`config.mk`:
```
export PLATFORM = sky130hd
export DESIGN_NAME = div_digit_serializer
export DESIGN_NICKNAME = d
export VERILOG_FILES = /design/src/rtl/div_digit_pkg.sv /design/src/rtl/div_by_const.sv /design/src/rtl/div_digit_serializer.sv
export SDC_FILE = /design/constraint.sdc
export NUM_CORES = 1
export LEC_CHECK = 0
export ABC_AREA = 1
export BUFFER_PORTS_ARGS = -buffer_cell sky130_fd_sc_hd__buf_4
export CAP_MARGIN = 10
export CORE_MARGIN = 3
export CORE_UTILIZATION = 40
export DETAILED_ROUTE_END_ITERATION = 8
export PLACE_DENSITY = 0.58
export SYNTH_ARGS = -nofsm -noshare
export SYNTH_HDL_FRONTEND = slang
export SYNTH_SLANG_ARGS = --single-unit
```
`constraint.sdc`:
```
create_clock -name clk -period 4.3 [get_ports clk]
set_clock_uncertainty 0.15 [all_clocks]
set_input_delay 1.29 -clock clk [delete_from_list [all_inputs] [get_ports clk]]
set_output_delay 1.29 -clock clk [all_outputs]
set_load 0.02 [all_outputs]
```
`src/rtl/div_digit_pkg.sv`:
```
// Shared types and elaboration-time helpers for the radix digit serializer.
// Holds the FSM state encoding, parameter legality rule and digit-count bound.
package div_digit_pkg;

    typedef enum logic [0:0] {
        IDLE = 1'b0,
        EMIT = 1'b1
    } state_t;

    localparam int RADIX_MIN = 2;
    localparam int RADIX_MAX = 16;

    // A digit must fit in digit_w bits and the base must stay within 2..16.
    function automatic bit radix_legal(input int radix, input int digit_w);
        return (radix >= RADIX_MIN) && (radix <= RADIX_MAX) &&
               ((longint'(1) << digit_w) >= longint'(radix));
    endfunction

    // Smallest n with radix**n >= 2**width, i.e. ceil(width*log(2)/log(radix)).
    function automatic int max_digits(input int width, input int radix);
        longint limit;
        longint power;
        int     count;
        limit = longint'(1) << width;
        power = 1;
        count = 0;
        if (radix < RADIX_MIN) begin
            return width;
        end
        while (power < limit) begin
            power = power * longint'(radix);
            count = count + 1;
        end
        return count;
    endfunction

endpackage

```
`src/rtl/div_by_const.sv`:
```
// Combinational unsigned quotient and remainder of a width-bit value by a constant radix.
// The remainder is always below radix, so it is narrowed to the digit width.
module div_by_const
    import div_digit_pkg::*;
#(
    parameter int width   = 8,
    parameter int radix   = 10,
    parameter int digit_w = 4
) (
    input  logic [width-1:0]   value,
    output logic [width-1:0]   quotient,
    output logic [digit_w-1:0] remainder
);

    localparam logic [width-1:0] DIVISOR = width'(radix);

    assign quotient  = value / DIVISOR;
    assign remainder = digit_w'(value % DIVISOR);

endmodule

```
`src/rtl/div_digit_serializer.sv`:
```
// Converts one signed or unsigned integer into base-radix digits, least significant first,
// emitting one digit per valid/ready handshake from a shrinking working register.
module div_digit_serializer
    import div_digit_pkg::*;
#(
    parameter int width   = 8,
    parameter int radix   = 10,
    parameter int digit_w = 4
) (
    input  logic               clk,
    input  logic               rst_n,
    input  logic               in_valid,
    output logic               in_ready,
    input  logic [width-1:0]   in_value,
    input  logic               in_tc,
    input  logic               abort,
    output logic               out_valid,
    input  logic               out_ready,
    output logic [digit_w-1:0] out_digit,
    output logic [width-1:0]   out_idx,
    output logic               out_last,
    output logic               out_neg
);

    localparam int               MAX_DIGITS = max_digits(width, radix);
    localparam logic [width-1:0] ONE        = width'(1);

    generate
        if (!radix_legal(radix, digit_w)) begin : g_bad_params
            $error("div_digit_serializer: radix must be 2..16 and fit in digit_w bits");
        end
    endgenerate

    state_t             state_q, state_d;
    logic [width-1:0]   work_q, work_d;
    logic [width-1:0]   idx_q, idx_d;
    logic               neg_q, neg_d;
    logic [width-1:0]   quot;
    logic [digit_w-1:0] digit;
    logic [width-1:0]   magnitude;
    logic               is_last;

    div_by_const #(
        .width   (width),
        .radix   (radix),
        .digit_w (digit_w)
    ) u_div (
        .value     (work_q),
        .quotient  (quot),
        .remainder (digit)
    );

    // The most negative value negates to 2**(width-1), which still fits unsigned.
    assign magnitude = (in_tc && in_value[width-1]) ? (~in_value + ONE) : in_value;
    assign is_last   = (quot == '0);

    always_ff @(posedge clk or negedge rst_n) begin
        if (!rst_n) begin
            state_q <= IDLE;
            work_q  <= '0;
            idx_q   <= '0;
            neg_q   <= 1'b0;
        end else begin
            state_q <= state_d;
            work_q  <= work_d;
            idx_q   <= idx_d;
            neg_q   <= neg_d;
        end
    end

    always_comb begin
        state_d   = state_q;
        work_d    = work_q;
        idx_d     = idx_q;
        neg_d     = neg_q;
        in_ready  = 1'b0;
        out_valid = 1'b0;
        out_digit = digit;
        out_idx   = idx_q;
        out_last  = is_last;
        out_neg   = neg_q;

        unique case (state_q)
            IDLE: begin
                in_ready = 1'b1;
                if (in_valid) begin
                    work_d  = magnitude;
                    neg_d   = in_tc & in_value[width-1];
                    idx_d   = '0;
                    state_d = EMIT;
                end
            end
            EMIT: begin
                out_valid = 1'b1;
                if (out_ready) begin
                    work_d = quot;
                    idx_d  = idx_q + ONE;
                    if (is_last) begin
                        state_d = IDLE;
                    end
                end
                // A digit transferred alongside abort still counts as delivered.
                if (abort) begin
                    state_d = IDLE;
                end
            end
            default: begin
                state_d = IDLE;
            end
        endcase
    end

    assert property (@(posedge clk) disable iff (!rst_n)
                     out_valid |-> (32'(out_idx) < MAX_DIGITS));

endmodule

```
==> impl_metrics.py, run 1 <==
metrics = {
    "status": {
        "status": "finished, final reports clean",
    },
    "routing": {
        "drt_iter0_markers": 57,
        "via_per_inst": 5.063,
        "routed_wirelength_um": 3577,
        "drc": 0,
        "num_vias": 1438,
        "dr.pass1.iters": 4,
        "routedWlPerCell_um": 12.60,
        "drtAntennaViolNets": 0,
    },
    "clock_tree": {
        "cts-buffers-inserted": 3,
        "cts_tree": "built",
        "path_clk_slew_ns": 0.12,
        "h-tree-depth": 1,
        "cts-root-buf": "clkbuf_4",
        "clockBufferDepth": 2,
        "clkLatencyLatePin_ns": 0.30,
        "clkSinkCount": 18,
    },
    "sta": {
        "drv_slew": 0,
        "setup_violations": 0,
        "worstMarginPinSlew_ns": 0.3363,
        "max_freq_mhz": 239.3,
        "worst_slack_ns": 0.1204,
        "slew_headroom": 0.7748,
        "finalHoldViolCount": 0,
        "layout_min_cycle_time_ns": 4.180,
        "hold_slack_ns": 0.3513,
        "rsz0062_at_grt": "true",
        "fin_crit_sh": 0.9720,
    },
    "synthesis": {
        "synth_top_area_share": 0.3177,
        "synth_cell_types": 33,
        "yosysSeqAreaShare": 0.3177,
        "avgSynthCellArea_sq_um": 7.018,
        "async_reset_ff_frac": 1.000,
        "syn_area_sq_um": 1418,
        "synth_ff_type": "dfrtp_1",
        "yosys-top-cells-area": "dfrtp_1 (32%), nand2_1 (12%), inv_1 (7.1%), nand3_1 (6.0%), o21ai_0 (6.0%)",
        "synth_common_cells": "nand2_1 (45), inv_1 (27), dfrtp_1 (18)",
        "ys_seq_elements": 18,
        "yosysWarnings": 0,
        "yosysMostFrequentCell": "nand2_1",
        "syn_inst": 202,
        "syn_nets": 218,
        "synth_edf_count": 0,
        "yosysTopAreaCell": "dfrtp_1",
    },
    "cells_and_area": {
        "drive_gt1_frac": 0.3292,
        "fin_nets": 257,
        "area_growth_pct": 29.30,
        "finalInstanceArea_sq_um": 1833,
        "antennaDiodeCount": 0,
    },
    "critical_path": {
        "crit_required_ns": 2.86,
        "cp-end-kind": "primary output",
        "rrSetupSlack_ns": 1.74,
        "crit_arrival_ns": 2.74,
        "crit_type": "reg2out",
        "crit_path_start_kind": "flop",
        "cp_max_fo": 6,
        "timing.rr.end": "work_q[0]",
        "reg2regPathDepth": 16,
        "rr_startpoint": "work_q[5]",
    },
    "run": {
        "drv_cap": 0,
    },
    "die": {
        "fp-row-count": 20,
        "die_h_um": 65.53,
        "core_area_sq_um": 3203,
        "start_util": 0.4426,
        "pin_count": 30,
        "die-area_sq_um": 4294,
        "die_width_um": 65.53,
    },
    "hold_path": {
        "hold_start": "work_q[0]",
        "hold_depth": 2,
        "holdPathEnd": "work_q[0]",
        "hp-class": "reg2reg",
    },
    "global_route": {
        "grt_pass1_wl_um": 6065,
        "antenna_found_initial": 0,
        "grt_use_total": 0.1759,
        "grt_pass1_vias": 1398,
        "grt_max_degree": 19,
        "grt.overflow.total": 0,
    },
    "placement": {
        "gp_congestion": 0.8672,
        "postPlaceCellArea_sq_um": 1690,
        "dp_slack_ns": 0.5140,
        "dp_hpwl_um": 2656,
        "io_buffers": 29,
    },
}
-- kinds of logic after synthesis --
group	count (synthesis)	synth area share
muxes	1	0.007943
DFF	18	0.3177
AOI/OAI and AO/OA	42	0.1907
xor gates and xnor gates	2	0.01236
adders and majority gates	2	0.01765
buffers and inverters	39	0.1059
and+or+nand+nor	98	0.3477
-- registers in the layout, summed over array words and instances, names as in the netlist --
register  count
out_neg       1
state_q       1
work_q        8
out_idx       8
-- per-stage QoR --
stage          setup TNS, ns  utilization  cells
6_report                   0       0.5723    284
2_1_floorplan              0            -    202
5_1_grt              -0.1812       0.5723    284
4_1_cts                    0       0.5391    279
3_3_place_gp               0       0.5277    275
3_5_place_dp               0       0.5277    275
-- critical path, cell delays in order (launching register included) --
cell and delay (ns):
dfrtp_2 0.48, o21ai_2 0.19, inv_1 0.07, o211ai_1 0.32, nand3_2 0.13, nand2_2 0.13, nand2_4 0.08, nand2_4 0.09
nand3_4 0.08, nand2_4 0.11, nand2_4 0.07, nand2_2 0.10, nand3_4 0.10, nand2_4 0.10, nand2_4 0.07, nand2_2 0.06
nand2_1 0.05, nand2_1 0.07, buf_6 0.11
-- how the worst max path moves through the flow --
stage / startpoint / end / cells after the start
floorplan: work_q[5] / out_digit[3] / 13
global placement: work_q[5] / out_digit[2] / 19
detailed placement: work_q[6] / out_digit[2] / 17
CTS: work_q[5] / out_digit[2] / 18
global route: work_q[5] / out_digit[2] / 18
finish: work_q[5] / out_digit[2] / 18
-- metal layers --
| layer | track usage | routed length (um) |
|---|---|---|
| met1 | 0.2474 | 1793 |
| met4 | 0.04922 | 31 |
| met2 | 0.2807 | 1596 |
| met3 | 0.02393 | 157 |
| met5 | 0 | 0 |
-- layout by cell type (no fill, tap or decap), types with 2 or more instances in the layout --
cell type  instances
nor2_1            12
dfrtp_1           15
o21ai_0           16
a21oi_4            2
a21oi_1            7
nand2_2            7
nor3_1             2
inv_2              8
nand2_1           42
nand2_4            8
xor2_1             2
nand3_1           15
inv_1             27
clkbuf_4           3
o211ai_1           3
clkinv_1           3
dfrtp_2            3
ha_1               2
o21ai_2            2
o22ai_1            3
nand3_2            3
nand4_1            5
nand3_4            2
buf_4             34
-- area by class of cell --
| type | instances | area [sq um] |
|---|---|---|
| multi-input cells | 145 | 878.3 |
| repair buffers | 35 | 266.5 |
| clock buffers | 4 | 36.28 |
| fillers | 337 | 1370 |
| flip-flops and latches | 18 | 454.2 |
| well taps | 44 | 55.05 |
| inverters | 38 | 142.6 |
-- repair_timing --
| action | in CTS | in global routing |
|---|---|---|
| endpoints found under the hold margin | 0 | 0 |
| setup endpoints to repair | 0 | 4 |
| buffers inserted | 0 | 5 |
| hold buffers | 0 | 0 |
| resized for setup | 0 | 17 |
Power of run 1 is left out: the tool's default activity adds up to more than one toggle a clock period on the data nets, which glitch-free logic cannot reach.
==> run 2, diff against run 1 <==
--- a/config.mk
+++ b/config.mk
@@ -8,6 +8,7 @@
 export ABC_AREA = 1
 export BUFFER_PORTS_ARGS = -buffer_cell sky130_fd_sc_hd__buf_4
 export CAP_MARGIN = 10
+export CORE_ASPECT_RATIO = 1.1
 export CORE_MARGIN = 3
 export CORE_UTILIZATION = 40
 export DETAILED_ROUTE_END_ITERATION = 8
==> run 2 against run 1 <==
  * Non-clock buffer count up 5
  * Routed wire length is 0.17% higher
  * Worst setup slack improved by 0.060 ns
  * Maximum frequency is 1.4% higher
  * Sequential share of layout area shrank 0.72 points
  * Register-to-register slack better by 0.08 ns
  * First-iteration DRC count is 140% higher
  * Count of clock-buffer cells in the layout is 1 lower
  * Highest routed layer unchanged
==> impl_metrics.py, run 2 (synthesis results as in run 1) <==
metrics = {
    "global_route": {
        "grt_pass1_vias": 1404,
        "antenna_found_initial": 0,
        "grt.overflow.total": 0,
        "grt_max_degree": 19,
        "grt_use_total": 0.1742,
        "grt_pass1_wl_um": 6058,
    },
    "critical_path": {
        "path_buf_inv": 3,
        "cp-end-kind": "primary output",
        "crit_family": "simple AND/OR/NAND/NOR gates",
        "crit_type": "reg2out",
        "crit_arrival_ns": 2.68,
        "cpMostUsedCell": "nand2_4",
        "crit_path_start_kind": "flop",
        "crit_required_ns": 2.86,
        "critPathSlowestCell": "dfrtp_2",
        "crit_path_max_incr_delay_ns": 0.49,
        "cp_max_fo": 6,
        "crit_path_cell_trace": "o21ai_4 > inv_2 > o211ai_1 > nand3_2 > nand2_2 > nand2_4 > nand2_4 > nand3_4 > nand2_4 > nand2_4 > nand2_1 > nand2_1 > inv_2 > nand2_4 > nand2_4 > nand2_2 > nand2_1 > nand2_1 > buf_6",
    },
    "clock_tree": {
        "clkSinkCount": 18,
        "clkLatencyLatePin_ns": 0.29,
        "path_clk_slew_ns": 0.10,
        "clockBufferDepth": 2,
        "cts_tree": "built",
        "cts-buffers-inserted": 3,
        "cts_hold_buf": 0,
        "cts-root-buf": "clkbuf_4",
        "h-tree-depth": 1,
    },
    "placement": {
        "dp_slack_ns": 0.4618,
        "gp_congestion": 0.8472,
        "dp_hpwl_um": 2772,
        "io_buffers": 29,
    },
    "routing": {
        "routed_wirelength_um": 3583,
        "via_per_inst": 5.007,
        "dr.pass1.iters": 4,
        "routedWlPerCell_um": 12.27,
        "drt_iter0_markers": 136,
        "num_vias": 1462,
        "drc": 0,
        "drtAntennaViolNets": 0,
    },
    "cells_and_area": {
        "final_common_cell": "nand2_1",
        "area_growth_pct": 33.19,
        "antennaDiodeCount": 0,
        "drive_gt1_frac": 0.3484,
        "fin_nets": 262,
        "layout_common_cells": "nand2_1 (42), buf_4 (39), inv_1 (26)",
    },
    "die": {
        "fp-row-count": 22,
        "die_width_um": 62.76,
        "die-area_sq_um": 4295,
        "die_h_um": 68.44,
        "pin_count": 30,
        "start_util": 0.4221,
        "core_area_sq_um": 3358,
    },
    "hold_path": {
        "hp-class": "reg2reg",
    },
    "sta": {
        "worst_slack_ns": 0.1801,
        "drv_slew": 0,
        "worstMarginPinSlew_ns": 0.2790,
        "max_freq_mhz": 242.7,
        "setup_violations": 0,
        "slew_headroom": 0.8128,
        "layout_min_cycle_time_ns": 4.120,
        "finalHoldViolCount": 0,
        "fin_crit_sh": 0.9581,
    },
    "run": {
        "drv_cap": 0,
    },
    "status": {
        "status": "finished, final reports clean",
    },
}
==> run 2: metrics by stage <==
| step | hold WS (ns) | TNS, ns | util | area [sq um] | std cells |
|---|---|---|---|---|---|
| after global routing | 0.4029 | -0.03145 | 0.5622 | 1888 | 292 |
| after floorplan | 0.3000 | 0 | - | 1418 | 202 |
| final | 0.3452 | 0 | 0.5622 | 1888 | 292 |
| after global placement | 0.3184 | 0 | 0.5048 | 1695 | 279 |
| after CTS | 0.3494 | 0 | 0.5116 | 1718 | 282 |
| after detailed placement | 0.3218 | 0 | 0.5048 | 1695 | 279 |
==> run 2: what timing repair did <==
item	4_1_cts	5_1_grt
setup endpoints to repair	0	4
setup buffers	0	10
resized for setup	0	23
hold endpoints to repair	0	0
==> run 2: final cells by class <==
type                            instances  area [sq um]
Sequential cell                        18         454.2
Multi-Input combinational cell        145         902.1
Timing Repair Buffer                   40         304.0
Fill cell                             353          1470
Clock buffer                            3         22.52
Inverter                               38         145.1
Tap cell                               48         60.06
==> run 2: worst min-delay path, stage by stage, from the launching register on <==
cell	delay (ns)
dfrtp_1	0.36
nand2_1	0.05
nand2_1	0.05
==> run 2: final timing paths <==
check / slack, ns / cells past startpoint / from / end
min in group asynchronous: 0.70 / 1 / rst_n / out_idx[2]
worst max register to register: 1.82 / 18 / work_q[5] / work_q[0]
worst min-delay path: 0.35 / 2 / work_q[0] / work_q[0]
max in group asynchronous: 3.09 / 1 / rst_n / work_q[5]
worst min register to register: 0.35 / 2 / work_q[0] / work_q[0]
worst max-delay path: 0.18 / 19 / work_q[5] / out_digit[2]
==> run 2: metal layers <==
metal,GRT usage,vias up,share of wire
li1,-,754,-
met4,0.06612,0,0.013
met1,0.1964,681,0.43
met2,0.3435,22,0.53
met3,0.01642,5,0.021
met5,0,-,0
Power of run 2 is left out for the same reason.
==> run 3, diff against run 2 <==
--- a/config.mk
+++ b/config.mk
@@ -5,14 +5,14 @@
 export SDC_FILE = /design/constraint.sdc
 export NUM_CORES = 1
 export LEC_CHECK = 0
-export ABC_AREA = 1
 export BUFFER_PORTS_ARGS = -buffer_cell sky130_fd_sc_hd__buf_4
 export CAP_MARGIN = 10
 export CORE_ASPECT_RATIO = 1.1
 export CORE_MARGIN = 3
 export CORE_UTILIZATION = 40
+export CTS_CLUSTER_DIAMETER = 60
 export DETAILED_ROUTE_END_ITERATION = 8
-export PLACE_DENSITY = 0.58
+export PLACE_DENSITY = 0.56
 export SYNTH_ARGS = -nofsm -noshare
 export SYNTH_HDL_FRONTEND = slang
 export SYNTH_SLANG_ARGS = --single-unit
==> run 3 against run 2 <==
  * Cell area is 13% higher
  * Non-clock buffer count is 4 lower
  * Final cell count is 3.8% higher
  * First-iteration DRC count is 18% higher
  * Critical path type unchanged
==> impl_metrics.py, run 3 <==
metrics = {
    "critical_path": {
        "crit_path_start": "work_q[3]",
        "cp-end-kind": "primary output",
        "timing.rr.end": "work_q[0]",
        "cp.depth": 6,
        "crit_arrival_ns": 2.44,
        "crit_family": "compound AO/OA/AOI/OAI gates",
        "crit_path_max_incr_delay_ns": 0.65,
        "crit_type": "reg2out",
        "crit_path_cell_trace": "nor2b_1 > a21oi_1 > o41ai_1 > o311a_1 > a31oi_1 > buf_4",
        "rr_startpoint": "work_q[7]",
        "cp_max_fo": 11,
        "critPathSlowestCell": "nor2b_1",
        "rrSetupSlack_ns": 2.00,
        "crit_path_start_kind": "flop",
        "crit_required_ns": 2.86,
        "reg2regPathDepth": 6,
        "path_buf_inv": 1,
    },
    "die": {
        "fp-row-count": 25,
        "die_h_um": 78.56,
        "die-area_sq_um": 5653,
        "start_util": 0.4310,
        "die_width_um": 71.96,
        "core_area_sq_um": 4442,
        "pin_count": 30,
    },
    "synthesis": {
        "ys_seq_elements": 18,
        "syn_inst": 228,
        "synth_ff_type": "dfrtp_1",
        "async_reset_ff_frac": 1.000,
        "synth_edf_count": 0,
        "yosysTopAreaCell": "dfrtp_1",
        "yosys-top-cells-area": "dfrtp_1 (24%), buf_6 (4.7%), nand2_1 (4.7%), mux2i_1 (4.2%), nor2_1 (3.3%)",
        "yosysWarnings": 0,
        "yosysSeqAreaShare": 0.2353,
        "syn_nets": 244,
        "synth_cell_types": 69,
        "yosysMostFrequentCell": "nand2_1",
        "syn_area_sq_um": 1914,
        "avgSynthCellArea_sq_um": 8.396,
        "synth_top_area_share": 0.2353,
        "synth_common_cells": "nand2_1 (24), dfrtp_1 (18), nor2_1 (17)",
    },
    "global_route": {
        "grt_pass1_vias": 1641,
        "grt_use_total": 0.1727,
        "antenna_found_initial": 0,
        "grt.overflow.total": 0,
        "grt_pass1_wl_um": 8010,
        "grt_max_degree": 26,
    },
    "pwr": {
        "p_per_area_nw_per_um2": 753.5,
        "p_leak_uw": 0.0009197,
        "vdd_drop_max_mv": 0.3268,
        "p_total_uw": 1612,
    },
    "clock_tree": {
        "path_clk_slew_ns": 0.07,
        "clkSinkCount": 18,
        "post-cts-setup-buffer-count": 0,
        "clkLatencyLatePin_ns": 0.25,
        "clockBufferDepth": 2,
        "h-tree-depth": 1,
        "cts_hold_buf": 0,
        "cts_resized": 0,
        "cts_tree": "built",
        "cts-root-buf": "clkbuf_8",
        "cts-buffers-inserted": 3,
    },
    "cells_and_area": {
        "layout_common_cells": "buf_4 (36), nand2_1 (24), dfrtp_1 (18)",
        "final_common_cell": "buf_4",
        "fin_nets": 266,
        "drive_gt1_frac": 0.2329,
        "finalInstanceArea_sq_um": 2140,
        "antennaDiodeCount": 0,
        "area_growth_pct": 11.76,
    },
    "sta": {
        "slew_headroom": 0.4868,
        "layout_min_cycle_time_ns": 3.883,
        "finalHoldViolCount": 0,
        "worstMarginPinSlew_ns": 0.7682,
        "fin_crit_sh": 0.9029,
        "drv_slew": 0,
        "rsz0062_at_grt": "false",
        "max_freq_mhz": 257.6,
        "setup_violations": 0,
        "tns_ns": 0,
        "worst_slack_ns": 0.4174,
    },
    "placement": {
        "gp_congestion": 0.8664,
        "postPlaceCellArea_sq_um": 2085,
        "io_buffers": 29,
        "dp_slack_ns": 0.6804,
        "dp_hpwl_um": 3555,
    },
    "routing": {
        "dr.pass1.iters": 4,
        "drt_iter0_markers": 160,
        "drtAntennaViolNets": 0,
        "routed_wirelength_um": 4681,
        "via_per_inst": 5.743,
        "num_vias": 1740,
        "routedWlPerCell_um": 15.45,
        "drc": 0,
    },
    "hold_path": {
        "hold_start": "out_idx[7]",
        "hold_depth": 1,
        "hp-class": "reg2reg",
        "holdPathEnd": "out_idx[7]",
    },
    "status": {
        "status": "finished, final reports clean",
    },
    "run": {
        "drv_cap": 0,
    },
}
==> run 3: worst max-delay path by stage <==
stage | to
after floorplan | out_digit[1]
after global placement | out_digit[2]
after detailed placement | out_digit[2]
after CTS | out_digit[2]
after global routing | out_digit[1]
final | out_digit[2]
==> run 3: through the flow <==
stage               hold slack (ns)  utilization  instances
finish                       0.3230       0.4817        303
global route                 0.3786       0.4817        303
CTS                          0.3286       0.4817        303
detailed placement           0.3190       0.4693        299
global placement             0.3157       0.4693        299
floorplan                    0.3981            -        228
==> run 3: cells by family after synthesis <==
| group | Yosys count | synth area share |
|---|---|---|
| simple gates | 97 | 0.2922 |
| compound gates | 67 | 0.2732 |
| buf+inv | 27 | 0.1033 |
| flops | 18 | 0.2353 |
| xor+xnor | 9 | 0.04118 |
| mux | 8 | 0.04183 |
| fa+ha+maj | 2 | 0.01307 |
==> run 3: layout make-up <==
type / instances / area, sq um
clock buffers: 4 / 55.05
fillers: 452 / 2302
inverters: 8 / 30.03
multi-input cells: 183 / 1266
flip-flops and latches: 18 / 450.4
well taps: 54 / 67.56
repair buffers: 36 / 270.3
==> run 3: power by group <==
| part | switching, uW | internal, uW |
|---|---|---|
| registers | 114 | 220 |
| clock network | 55.7 | 81.2 |
| logic | 637 | 504 |
==> run 3: routing by layer <==
layer | vias to the layer above | GRT usage | part of all wire
met3 | 6 | 0.01536 | 0.041
met4 | 0 | 0.05075 | 0.015
met1 | 799 | 0.2525 | 0.47
li1 | 888 | - | -
met5 | - | 0 | 0
met2 | 47 | 0.2675 | 0.47
==> run 3: worst reg2reg max path: stages, from the launching register on <==
cell and delay (ns):
dfrtp_1 0.81, buf_4 0.29, nand2_1 0.08, o22ai_1 0.29, o31ai_4 0.11, a2111o_1 0.39
nand3_1 0.11
Power figures use the tool's default switching activity.
